### src/rtl/alu_sequencer.sv
// Sequences 32-bit and 64-bit ALU commands over a shared 32-bit external ALU.
// 64-bit ops run low half, high half, then an optional +/-1 carry-propagation pass.
module alu_sequencer (
    input  logic        clk,
    input  logic        rst_n,
    input  logic        req_valid,
    output logic        req_ready,
    input  logic [2:0]  req_op,
    input  logic [63:0] req_a,
    input  logic [63:0] req_b,
    output logic [31:0] alu_a,
    output logic [31:0] alu_b,
    output logic [3:0]  alu_op,
    input  logic [31:0] alu_r,
    input  logic        alu_z,
    input  logic        alu_c,
    input  logic        alu_v,
    output logic        rsp_valid,
    input  logic        rsp_ready,
    output logic [63:0] rsp_r,
    output logic        rsp_z,
    output logic        rsp_c,
    output logic        rsp_v
);

    typedef enum logic [2:0] {IDLE, P1, P2, P3, RESP} state_t;

    typedef enum logic [2:0] {
        CMD_AND   = 3'b000,
        CMD_OR    = 3'b001,
        CMD_ADD   = 3'b010,
        CMD_SUB   = 3'b011,
        CMD_SLT   = 3'b100,
        CMD_NOR   = 3'b101,
        CMD_ADD64 = 3'b110,
        CMD_SUB64 = 3'b111
    } cmd_t;

    function automatic logic [3:0] alu_code(input cmd_t cmd);
        case (cmd)
            CMD_AND:            alu_code = 4'b0000;
            CMD_OR:             alu_code = 4'b0001;
            CMD_ADD, CMD_ADD64: alu_code = 4'b0010;
            CMD_SUB, CMD_SUB64: alu_code = 4'b0110;
            CMD_SLT:            alu_code = 4'b0111;
            default:            alu_code = 4'b1100;
        endcase
    endfunction

    function automatic logic ovf64(input logic sub, input logic a63, input logic b63,
                                   input logic r63);
        ovf64 = (sub ? (a63 != b63) : (a63 == b63)) && (r63 != a63);
    endfunction

    state_t      state_q, state_d;
    cmd_t        cmd_q, cmd_d;
    logic [31:0] a_hi_q, a_hi_d;
    logic [31:0] b_hi_q, b_hi_d;
    logic [31:0] lo_q, lo_d;
    logic        carry0_q, carry0_d;
    logic        carry1_q, carry1_d;
    logic [31:0] alu_a_q, alu_a_d;
    logic [31:0] alu_b_q, alu_b_d;
    logic [3:0]  alu_op_q, alu_op_d;
    logic [63:0] rsp_r_q, rsp_r_d;
    logic        rsp_z_q, rsp_z_d;
    logic        rsp_c_q, rsp_c_d;
    logic        rsp_v_q, rsp_v_d;

    logic is64;
    logic arith32;

    assign is64    = (cmd_q[2:1] == 2'b11);
    assign arith32 = (cmd_q[2:1] == 2'b01);

    always_comb begin
        state_d  = state_q;
        cmd_d    = cmd_q;
        a_hi_d   = a_hi_q;
        b_hi_d   = b_hi_q;
        lo_d     = lo_q;
        carry0_d = carry0_q;
        carry1_d = carry1_q;
        alu_a_d  = alu_a_q;
        alu_b_d  = alu_b_q;
        alu_op_d = alu_op_q;
        rsp_r_d  = rsp_r_q;
        rsp_z_d  = rsp_z_q;
        rsp_c_d  = rsp_c_q;
        rsp_v_d  = rsp_v_q;

        case (state_q)
            IDLE: begin
                if (req_valid) begin
                    state_d  = P1;
                    cmd_d    = cmd_t'(req_op);
                    a_hi_d   = req_a[63:32];
                    b_hi_d   = req_b[63:32];
                    carry0_d = 1'b0;
                    carry1_d = 1'b0;
                    alu_a_d  = req_a[31:0];
                    alu_b_d  = req_b[31:0];
                    alu_op_d = alu_code(cmd_t'(req_op));
                end
            end
            P1: begin
                lo_d     = alu_r;
                carry0_d = alu_c;
                if (is64) begin
                    state_d = P2;
                    alu_a_d = a_hi_q;
                    alu_b_d = b_hi_q;
                end else begin
                    state_d  = RESP;
                    alu_a_d  = '0;
                    alu_b_d  = '0;
                    alu_op_d = '0;
                    rsp_r_d  = {32'd0, alu_r};
                    rsp_z_d  = alu_z;
                    rsp_c_d  = arith32 & alu_c;
                    rsp_v_d  = arith32 & alu_v;
                end
            end
            P2: begin
                carry1_d = alu_c;
                if (carry0_q) begin
                    // the high word rides in alu_a_q into the +/-1 pass
                    state_d = P3;
                    alu_a_d = alu_r;
                    alu_b_d = 32'd1;
                end else begin
                    state_d  = RESP;
                    alu_a_d  = '0;
                    alu_b_d  = '0;
                    alu_op_d = '0;
                    rsp_r_d  = {alu_r, lo_q};
                    rsp_z_d  = ({alu_r, lo_q} == '0);
                    rsp_c_d  = alu_c;
                    rsp_v_d  = ovf64(cmd_q[0], a_hi_q[31], b_hi_q[31], alu_r[31]);
                end
            end
            P3: begin
                // carry2 is folded straight into the response flag
                state_d  = RESP;
                alu_a_d  = '0;
                alu_b_d  = '0;
                alu_op_d = '0;
                rsp_r_d  = {alu_r, lo_q};
                rsp_z_d  = ({alu_r, lo_q} == '0);
                rsp_c_d  = carry1_q | alu_c;
                rsp_v_d  = ovf64(cmd_q[0], a_hi_q[31], b_hi_q[31], alu_r[31]);
            end
            RESP: begin
                if (rsp_ready) begin
                    state_d = IDLE;
                end
            end
            default: state_d = IDLE;
        endcase
    end

    always_ff @(posedge clk) begin
        if (!rst_n) begin
            state_q  <= IDLE;
            cmd_q    <= CMD_AND;
            a_hi_q   <= '0;
            b_hi_q   <= '0;
            lo_q     <= '0;
            carry0_q <= 1'b0;
            carry1_q <= 1'b0;
            alu_a_q  <= '0;
            alu_b_q  <= '0;
            alu_op_q <= '0;
            rsp_r_q  <= '0;
            rsp_z_q  <= 1'b0;
            rsp_c_q  <= 1'b0;
            rsp_v_q  <= 1'b0;
        end else begin
            state_q  <= state_d;
            cmd_q    <= cmd_d;
            a_hi_q   <= a_hi_d;
            b_hi_q   <= b_hi_d;
            lo_q     <= lo_d;
            carry0_q <= carry0_d;
            carry1_q <= carry1_d;
            alu_a_q  <= alu_a_d;
            alu_b_q  <= alu_b_d;
            alu_op_q <= alu_op_d;
            rsp_r_q  <= rsp_r_d;
            rsp_z_q  <= rsp_z_d;
            rsp_c_q  <= rsp_c_d;
            rsp_v_q  <= rsp_v_d;
        end
    end

    assign req_ready = (state_q == IDLE);
    assign rsp_valid = (state_q == RESP);
    assign alu_a     = alu_a_q;
    assign alu_b     = alu_b_q;
    assign alu_op    = alu_op_q;
    assign rsp_r     = rsp_r_q;
    assign rsp_z     = rsp_z_q;
    assign rsp_c     = rsp_c_q;
    assign rsp_v     = rsp_v_q;

endmodule

### config.mk
export PLATFORM = sky130hd
export DESIGN_NAME = alu_sequencer
export DESIGN_NICKNAME = d
export VERILOG_FILES = /design/src/rtl/alu_sequencer.sv
export SDC_FILE = /design/constraint.sdc
export NUM_CORES = 1
export LEC_CHECK = 0
export CORE_MARGIN = 10
export CORE_UTILIZATION = 47
export DETAILED_ROUTE_END_ITERATION = 12
export GPL_TIMING_DRIVEN = 0
export PLACE_DENSITY_LB_ADDON = 0.15
export SYNTH_ARGS = -nofsm -noshare
export SYNTH_HDL_FRONTEND = slang
export SYNTH_SLANG_ARGS = --single-unit
### constraint.sdc
create_clock -name clk -period 2.01 [get_ports clk]
set_input_delay 0.201 -clock clk [delete_from_list [all_inputs] [get_ports clk]]
set_output_delay 0.201 -clock clk [all_outputs]
set_load 0.02 [all_outputs]
; Yosys cells after proc, flatten, opt, wreduce, memory -nomap -nowiden
; Cells that the tools add are included.
; W data, S select, Z words.
[classes]
eq_ne = 19
muxes = 34
bitwise = 3
reduce_logical = 17
[op_table]
columns = cell, n
row1 = $pmux W32 S4, 2
row2 = $pmux W64 S3, 1
row3 = $mux W32, 5
row4 = $mux W64, 2
row5 = $logic_not A64 Y1, 1
row6 = $pmux W4 S5, 1
row7 = $pmux W4 S4, 1
row8 = $pmux W3 S5, 1
row9 = $eq A3 B2 Y1 const B, 4
row10 = $eq A3 B3 Y1 const B, 4
row11 = $mux W3, 4
row12 = $mux W4, 3
row13 = $reduce_and A2 Y1, 5
row14 = $mux W1, 9
row15 = $pmux W1 S3, 3
row16 = $eq A3 B1 Y1 const B, 2
row17 = $logic_not A3 Y1, 2
row18 = $ne A2 B2 Y1 const B, 3
row19 = $pmux W1 S2, 2
row20 = $reduce_and A4 Y1, 1
row21 = $reduce_bool A2 Y1, 2
row22 = $reduce_bool A4 Y1, 1
row23 = $reduce_or A2 Y1, 2
row24 = $reduce_and A3 Y1, 1
row25 = 9 further kinds, 11
[totals]
reg_bits = 239
in_bits = 170
output_inout_bits = 137

; Longest topological paths before layout
; Gate-level depths: netlist of run 1.
[depth]
ltp_word = 5
ltp_mapped = 9

; Worst setup path after synthesis of run 1
; Ideal clock, no wire load.
[synth_timing]
kind = flip-flop to flip-flop
from = register state_q[2]
to = register alu_a_q[20] (netlist: alu_a[20])
setup_ps = 59
arrival_time_ps = 1575
slack_ps = 376
stages_incl_launch_ff = 10
n_path_buf = 4
period_less_slack_ps = 1634
cell_sequence = dfxtp_1 > buf_6 > or3b_1 > buf_6 > nor2_4 > buf_6 > buf_6 > a222oi_1 > nand2_1 > o211a_1
[synth_between]
elab_chain_cells = 3
[synth_rtl]
columns = item, line
row1 = "start, declared", 55  ; state_t state_q, state_d;
row2 = "start signal, assigned", 179  ; state_q <= state_d;
row3 = $eq A3 B2 Y1 (tied with other cells), 92  ; case (state_q)
row4 = $reduce_bool A4 Y1 (no source line) / $ne A2 B2 Y1 (equally long branches), --
row5 = $reduce_and A2 Y1 (no source line), --
row6 = "end signal, assigned", 186  ; alu_a_q <= alu_a_d;
row7 = "end, declared", 62  ; logic [31:0] alu_a_q, alu_a_d;
; Several ways; a longest one is shown, not always the timed one.
; A chain may end at the register's enable or synchronous reset.

; Worst setup path after layout of run 1
[layout_timing]
from = register state_q[2]
to = register alu_a_q[21] (netlist: alu_a[21])
; Same word-level chain as after synthesis.

==> impl_summary.log, run 1 <==
INFO  metric dieHeight = 166.4 µm
INFO  metric placement_rows = 53
INFO  metric final_antenna_net_count = 0
INFO  metric core_area = 21090 µm²
INFO  metric multi_input_comb_area = 4817 µm²
INFO  metric flow.area_growth_from_synthesis = 43.66%
INFO  metric timing.critical_path.fanout_max = 10
INFO  metric synth.lib_cells_used.distinct = 41
INFO  metric post_drt_via_cell_ratio = 5.746
INFO  metric ioPinCount = 307
INFO  metric die-width = 166.4 µm
INFO  metric clock_path_buffers = 3
INFO  metric grt_pass1_vias = 10140
INFO  metric post_cts_hold_fix_bufs = 0
INFO  metric dp_cells = 1734
INFO  metric tritoncts_clock_tree = done
INFO  metric fmax = 0.5180 GHz
INFO  metric final_cell_count_no_fill = 1784
INFO  metric synth_seq_area_share = 47.50%
INFO  metric fill_cells = 1713
INFO  metric drt_iter0_markers = 1008
INFO  metric drc = 0
INFO  metric cap_violations = 0
INFO  metric grt_start_max_net_pins = 20
INFO  metric final_slew_viol_count = 0
INFO  metric wire_length_of_the_first_global_routing_pass = 58.46 mm
INFO  metric synth-edff-count = 0
INFO  metric layout_worst_path_cycle_share = 96.04%
INFO  metric post_drt_wl_per_cell = 21.68 µm
INFO  metric cts.root.buffer_cell = clkbuf_16
INFO  metric max_slew_margin = 50.97%
INFO  metric power.density = 851.9 nW/µm²
INFO  metric postLayoutSetupSlackWorst = 0.07965 ns
INFO  metric design.die.area = 27690 µm²
INFO  metric synth_fp_nets = 1324
INFO  metric htreeDepth = 1
INFO  metric ys_async_sr_fraction = 0%
INFO  metric clk_pin_slew = 0.06 ns
INFO  metric gp_congestion = 0.8653
INFO  metric timing.final.crit_period = 1.930 ns
INFO  metric crit_path_end_kind = register
INFO  metric hold_viol_final = 0
INFO  metric commonest_cells_after_routing_fill_and_taps_aside = 337 x nand2_1, 303 x clkdlybuf4s50_1, 238 x dfxtp_1, 123 x a21boi_0, 69 x nand3_1
INFO  metric fin_tns_setup = 0 ns
INFO  metric post_synth.cell_area_avg = 8.729 µm²
INFO  metric layout.cells.most_common = nand2_1
INFO  metric area.sequential = 4786 µm²
INFO  metric outcome = finished, final reports clean
INFO  metric clock_sink_count = 239
INFO  metric global_route.overflow_total = 0
INFO  metric final_util = 68.62%
INFO  metric synth.ff_latch_count = 239
INFO  metric power_leakage = 0.005904 µW
INFO  metric via_count = 10250
INFO  metric routed_wl = 38.67 mm
INFO  metric grt_use_total = 25.90%
INFO  metric pre_antenna_drt_iters = 9
INFO  metric cts_inserted_buffers = 26
INFO  metric max-vdd-ir-drop = 0.6215 mV
INFO  metric clk-insertion-delay-late = 0.54 ns
INFO  metric antenna_found_initial = 4
INFO  metric timing.reg2reg.worst_path_depth = 9
INFO  metric ys_warn_count = 0
INFO  metric layout-drive-gt1-share = 8.427%
INFO  metric sum_of_net_half_perimeters_after_detailed_placement = 27.95 mm
INFO  metric clock_skew = 0.01460 ns
INFO  metric number_of_i_o_port_buffers = 305
INFO  metric grt_setup_unrepaired = no
INFO  metric type_of_the_worst_setup_path = reg -> reg
INFO  metric synth.cell_area = 10070 µm²
INFO  metric synth_top_flop_cell = dfxtp_1
INFO  metric crit_arrival = 2.40 ns
INFO  metric postSynthCellCount = 1154
INFO  metric final-setup-viol-count = 0
INFO  metric worst_pin_slew = 0.7355 ns
INFO  metric starting_density = 47.77%
INFO  metric post_place_worst_slack = -0.6654 ns
INFO  metric start_kind = register
INFO  metric worst_hold_path.num_cells = 2
INFO  metric worst_ep_required_time = 2.48 ns
INFO  metric p_total = 12330 µW
INFO  metric timing.hold.worst.class = in -> reg
INFO  metric design.final.nets = 1657
## through the flow
step	hold WS (ns)	cell area, µm²
floorplan	0.3353	10070
detailed placement	0.4455	13470
finish	0.1912	14470
global placement	0.4370	13470
CTS	0.1785	14400
global route	0.1974	14470
## layout make-up
type	instances	area share, %
Antenna cell	2	0.03458
Timing Repair Buffer	307	21.20
Clock inverter	3	0.4496
Sequential cell	239	33.07
Multi-Input combinational cell	806	33.29
Inverter	1	0.03458
Clock buffer	45	5.689
Tap cell	275	2.378
Buffer	106	3.856
## worst max-delay path, cell delays in order (launching register included)
cell and delay [ns]:
dfxtp_1 0.31, buf_6 0.14, or3b_1 0.38, buf_6 0.15
nor2_4 0.14, buf_8 0.19, buf_6 0.18, a222oi_1 0.13
nand2_1 0.10, o211a_1 0.15
## timing repair
| item | CTS | global route |
|---|---|---|
| setup buffers | 0 | 2 |
| pin swaps | 0 | 3 |
| cloned | 0 | 0 |
| gates resized for setup | 21 | 34 |
| setup endpoints to repair | 125 | 177 |
## logic make-up after synthesis
kind of cell | Yosys count | synth area share [%]
buffers and inverters | 109 | 5.006
AOI/OAI and AO/OA | 283 | 24.26
DFF | 239 | 47.50
muxes | 1 | 0.1118
xor gates and xnor gates | 2 | 0.1739
and+or+nand+nor | 520 | 22.95
## cells in the mapped netlist (all sizes together) (2+ instances only)
cell type	n	area (µm²)
nand4	5	31.28
xor2	2	17.52
nor3	5	25.02
nor4	17	106.4
clkbuf	63	236.5
o211ai	2	15.01
nor2	42	167.7
a222oi	31	310.3
nand2	337	1265
nor3b	32	285.3
a21oi	5	25.02
o211a	63	630.6
nor2b	4	25.02
a221oi	33	345.3
buf	45	264.0
dfxtp	239	4785
o21ai	5	25.02
nand3	69	345.3
nand2b	2	12.51
a21boi	138	1036
or3	2	12.51
## layer usage
metal / share of wire (%) / track usage (%)
met4: 2.4 / 8.477
met5: 0 / 0
met2: 47 / 41.25
met1: 41 / 32.60
met3: 10 / 8.045
## path summary, 6_finish.rpt
| path | startpoint | endpoint | slack [ns] |
|---|---|---|---|
| setup / recovery | state_q[2] | alu_a[21] | 0.08 |
| hold / removal | rst_n | rsp_r[1] | 0.19 |
| setup reg to reg | state_q[2] | alu_a[21] | 0.08 |
| hold reg to reg | rsp_r[53] | rsp_r[53] | 0.45 |
## flip-flops by register name, indices dropped and copies added, names as in the netlist
signal / count
rsp_z: 1
rsp_r: 64
state_q: 3
carry0_q: 1
lo_q: 32
b_hi_q: 32
alu_op: 4
a_hi_q: 32
carry1_q: 1
rsp_v: 1
alu_b: 32
rsp_c: 1
cmd_q: 3
alu_a: 32
## power breakdown
group / leakage [µW] / total [µW] / internal [µW] / switching (µW)
Clock: 0.000434 / 4940 / 3010 / 1930
Sequential: 0.00196 / 5230 / 5050 / 176
Combinational: 0.00351 / 2160 / 1010 / 1150
Total: 0.00590 / 12300 / 9070 / 3260
(Power assumes the default switching activity.)
==> inputs of run 2 (changes only) <==
==> constraint.sdc (replaced) <==
create_clock -name clk -period 2.01 [get_ports clk]
set_input_delay 0.402 -clock clk [delete_from_list [all_inputs] [get_ports clk]]
set_output_delay 0.402 -clock clk [all_outputs]
set_load 0.02 [all_outputs]
==> run 2 against run 1 <==
Net effect: critical path depth decreased by 5; sequential power barely moved; hold slack better by 0.19 ns; non-clock buffer count did not move; utilization about the same; first-iteration DRC count up 1.8%; total power is essentially flat; largest cell class unchanged; final cell count stayed put; register-to-register slack about the same; largest power group unchanged; maximum frequency down 2.3%; highest routed layer unchanged; clock power about the same.
==> impl_summary.log, run 2 (synthesized netlist as in run 1, its figures left out) <==
INFO  metric outcome = finished, final reports clean
INFO  metric layout.cells.most_common = nand2_1
INFO  metric clock_skew = 0.01426 ns (-0.0003426 ns)
INFO  metric start_kind = register
INFO  metric commonest_cells_after_routing_fill_and_taps_aside = 337 x nand2_1, 303 x clkdlybuf4s50_1, 238 x dfxtp_1, 123 x a21boi_0, 69 x nand3_1
INFO  metric reg2reg_from = state_q[2]
INFO  metric timing.final.crit_period = 1.976 ns (+0.04585 ns)
INFO  metric crit_path_end_kind = primary output
INFO  metric power.internal = 9069 µW (about the same)
INFO  metric pre_antenna_drt_iters = 8 (-1)
INFO  metric starting_density = 47.77% (unchanged)
INFO  metric clk_pin_slew = 0.06 ns (about the same)
INFO  metric cap_violations = 0 (unchanged)
INFO  metric critPathMaxStageDelay = 0.32 ns (-0.06 ns)
INFO  metric hold_viol_final = 0 (unchanged)
INFO  metric number_of_i_o_port_buffers = 305 (unchanged)
INFO  metric type_of_the_worst_setup_path = reg -> out
INFO  metric worst_ep_required_time = 1.61 ns (-0.87 ns)
INFO  metric timing.hold.worst.class = in -> reg
INFO  metric wire_length_of_the_first_global_routing_pass = 58.46 mm (unchanged)
INFO  metric grt_use_total = 25.90% (unchanged)
INFO  metric dieHeight = 166.4 µm (unchanged)
INFO  metric final-setup-viol-count = 0 (unchanged)
INFO  metric clock_path_buffers = 3 (unchanged)
INFO  metric routed_wl = 38.66 mm (about the same)
INFO  metric grt_pass1_vias = 10140 (unchanged)
INFO  metric power_leakage = 0.005906 µW (about the same)
INFO  metric drt_iter0_markers = 1026 (+1.8%)
INFO  metric fin_tns_setup = 0 ns (unchanged)
INFO  metric whs = 0.3828 ns (+0.1915 ns)
INFO  metric post_drt_via_cell_ratio = 5.731 (-0.25%)
INFO  metric final_antenna_net_count = 0 (unchanged)
INFO  metric layout_worst_path_cycle_share = 98.32% (+2.3 points)
INFO  metric final_slew_viol_count = 0 (unchanged)
INFO  metric max_slew_margin = 52.13% (+1.2 points)
INFO  metric area.sequential = 4786 µm² (unchanged)
INFO  metric die-width = 166.4 µm (unchanged)
INFO  metric startpoint = state_q[2]
INFO  metric ioPinCount = 307 (unchanged)
INFO  metric largest_register_ffs = 64 (unchanged)
INFO  metric placement_rows = 53 (unchanged)
INFO  metric design.die.area = 27690 µm² (unchanged)
INFO  metric worst_pin_slew = 0.7181 ns (-0.01733 ns)
INFO  metric fmax = 0.5060 GHz (-2.3%)
INFO  metric post_drt_wl_per_cell = 21.67 µm (about the same)
INFO  metric power.net_switching = 3250 µW (-0.26%)
INFO  metric core_area = 21090 µm² (unchanged)
INFO  metric sum_of_net_half_perimeters_after_detailed_placement = 27.95 mm (unchanged)
INFO  metric grt_setup_unrepaired = yes
INFO  metric multi_input_comb_area = 4823 µm² (+0.13%)
INFO  metric gp_congestion = 0.8653 (unchanged)
INFO  metric layout-drive-gt1-share = 8.560% (+0.13 points)
INFO  metric cts_inserted_buffers = 26 (unchanged)
INFO  metric cts.root.buffer_cell = clkbuf_16
INFO  metric pwr-share-clk = 40.0% (about the same)
INFO  metric global_route.overflow_total = 0 (unchanged)
INFO  metric timing.critical_path.fanout_max = 10 (unchanged)
INFO  metric clock_sink_count = 239 (unchanged)
INFO  metric crit_arrival = 1.57 ns (-0.83 ns)
INFO  metric power.density = 851.3 nW/µm² (about the same)
INFO  metric max-vdd-ir-drop = 0.6150 mV (-1.0%)
INFO  metric via_count = 10224 (-0.25%)
INFO  metric design.final.nets = 1657 (unchanged)
INFO  metric antenna_found_initial = 4 (unchanged)
INFO  metric htreeDepth = 1 (unchanged)
INFO  metric clk-insertion-delay-late = 0.54 ns (about the same)
INFO  metric drc = 0 (unchanged)
INFO  metric power.share.switching = 26.38% (-0.049 points)
INFO  metric hp-start = rst_n
INFO  metric crit_chain = buf_6 > clkinv_2 > nor3_1 > buf_4
INFO  metric cpMaxStageDelayCell = dfxtp_1
INFO  metric fill_cells = 1717 (+0.23%)
INFO  metric grt_start_max_net_pins = 20 (unchanged)
INFO  metric flow.area_growth_from_synthesis = 43.65% (about the same)
INFO  metric comb_power_share = 17.5% (about the same)
INFO  metric tritoncts_clock_tree = done
INFO  metric p_seq_share = 42.4% (about the same)
## run 2: changes by cell type in the layout (fill, tap and decap cells not counted)
cell | previous run | this run
buf_2 | 24 | 25
buf_4 | 6 | 7
clkdlybuf4s15_2 | 1 | 0
dlygate4sd2_1 | 1 | 0
nor4_1 | 16 | 15
nor4_2 | 1 | 2
## run 2: layout make-up
class | count | area share, %
Sequential cell | 239 | 33.07
Antenna cell | 2 | 0.03459
Buffer | 106 | 3.856
Multi-Input combinational cell | 806 | 33.33
Timing Repair Buffer | 307 | 21.15
Clock buffer | 45 | 5.690
Clock inverter | 3 | 0.4496
Inverter | 1 | 0.03459
Tap cell | 275 | 2.378
## run 2: power groups by stage
stage | registers, µW | clock network (µW) | logic (µW)
after floorplan | 5520 | 0 | 797
after global placement | 5310 | 0 | 2090
after detailed placement | 5320 | 0 | 2120
after CTS | 5220 | 4980 | 2150
after global routing | 5260 | 5180 | 2310
final | 5230 | 4930 | 2160
## run 2: metrics by stage
step | power (µW) | area [µm²] | cells | util [%] | setup slack [ns]
2_1_floorplan | 6316 | 10070 | 1154 | - | 0.3762
3_3_place_gp | 7400 | 13470 | 1734 | 63.88 | -0.7866
3_5_place_dp | 7440 | 13470 | 1734 | 63.88 | -0.8664
4_1_cts | 12350 | 14390 | 1781 | 68.24 | 0.01341
5_1_grt | 12740 | 14470 | 1784 | 68.62 | -0.03518
6_report | 12320 | 14470 | 1784 | 68.62 | 0.03380
## run 2: repair_timing
action / in CTS / in global routing
buffers inserted: 0 / 2
gates resized for setup: 25 / 40
pin swaps: 0 / 3
hold buffers: 0 / 0
endpoints found under the setup margin: 125 / 179
## run 2: critical path, delay by kind of cell (launching register included)
kind          cells  cell delay [ns]
buf+inv           3             0.49
flops             1             0.32
simple gates      1             0.24
## run 2: path summary, 6_finish.rpt
| check | end | slack (ns) | cells after the start |
|---|---|---|---|
| setup reg to reg | alu_a[21] | 0.08 | 9 |
| hold / removal | rsp_r[2] | 0.38 | 2 |
| setup / recovery | rsp_valid | 0.03 | 4 |
| hold reg to reg | rsp_r[53] | 0.45 | 2 |
## run 2: layer usage
metal  share of wire (%)  up-vias  global-route usage, %
li1                    -     4752                      -
met1                  41     4881                  32.60
met2                  46      519                  41.25
met3                  10       72                  8.045
met4                 2.6        0                  8.477
met5                   0        -                      0
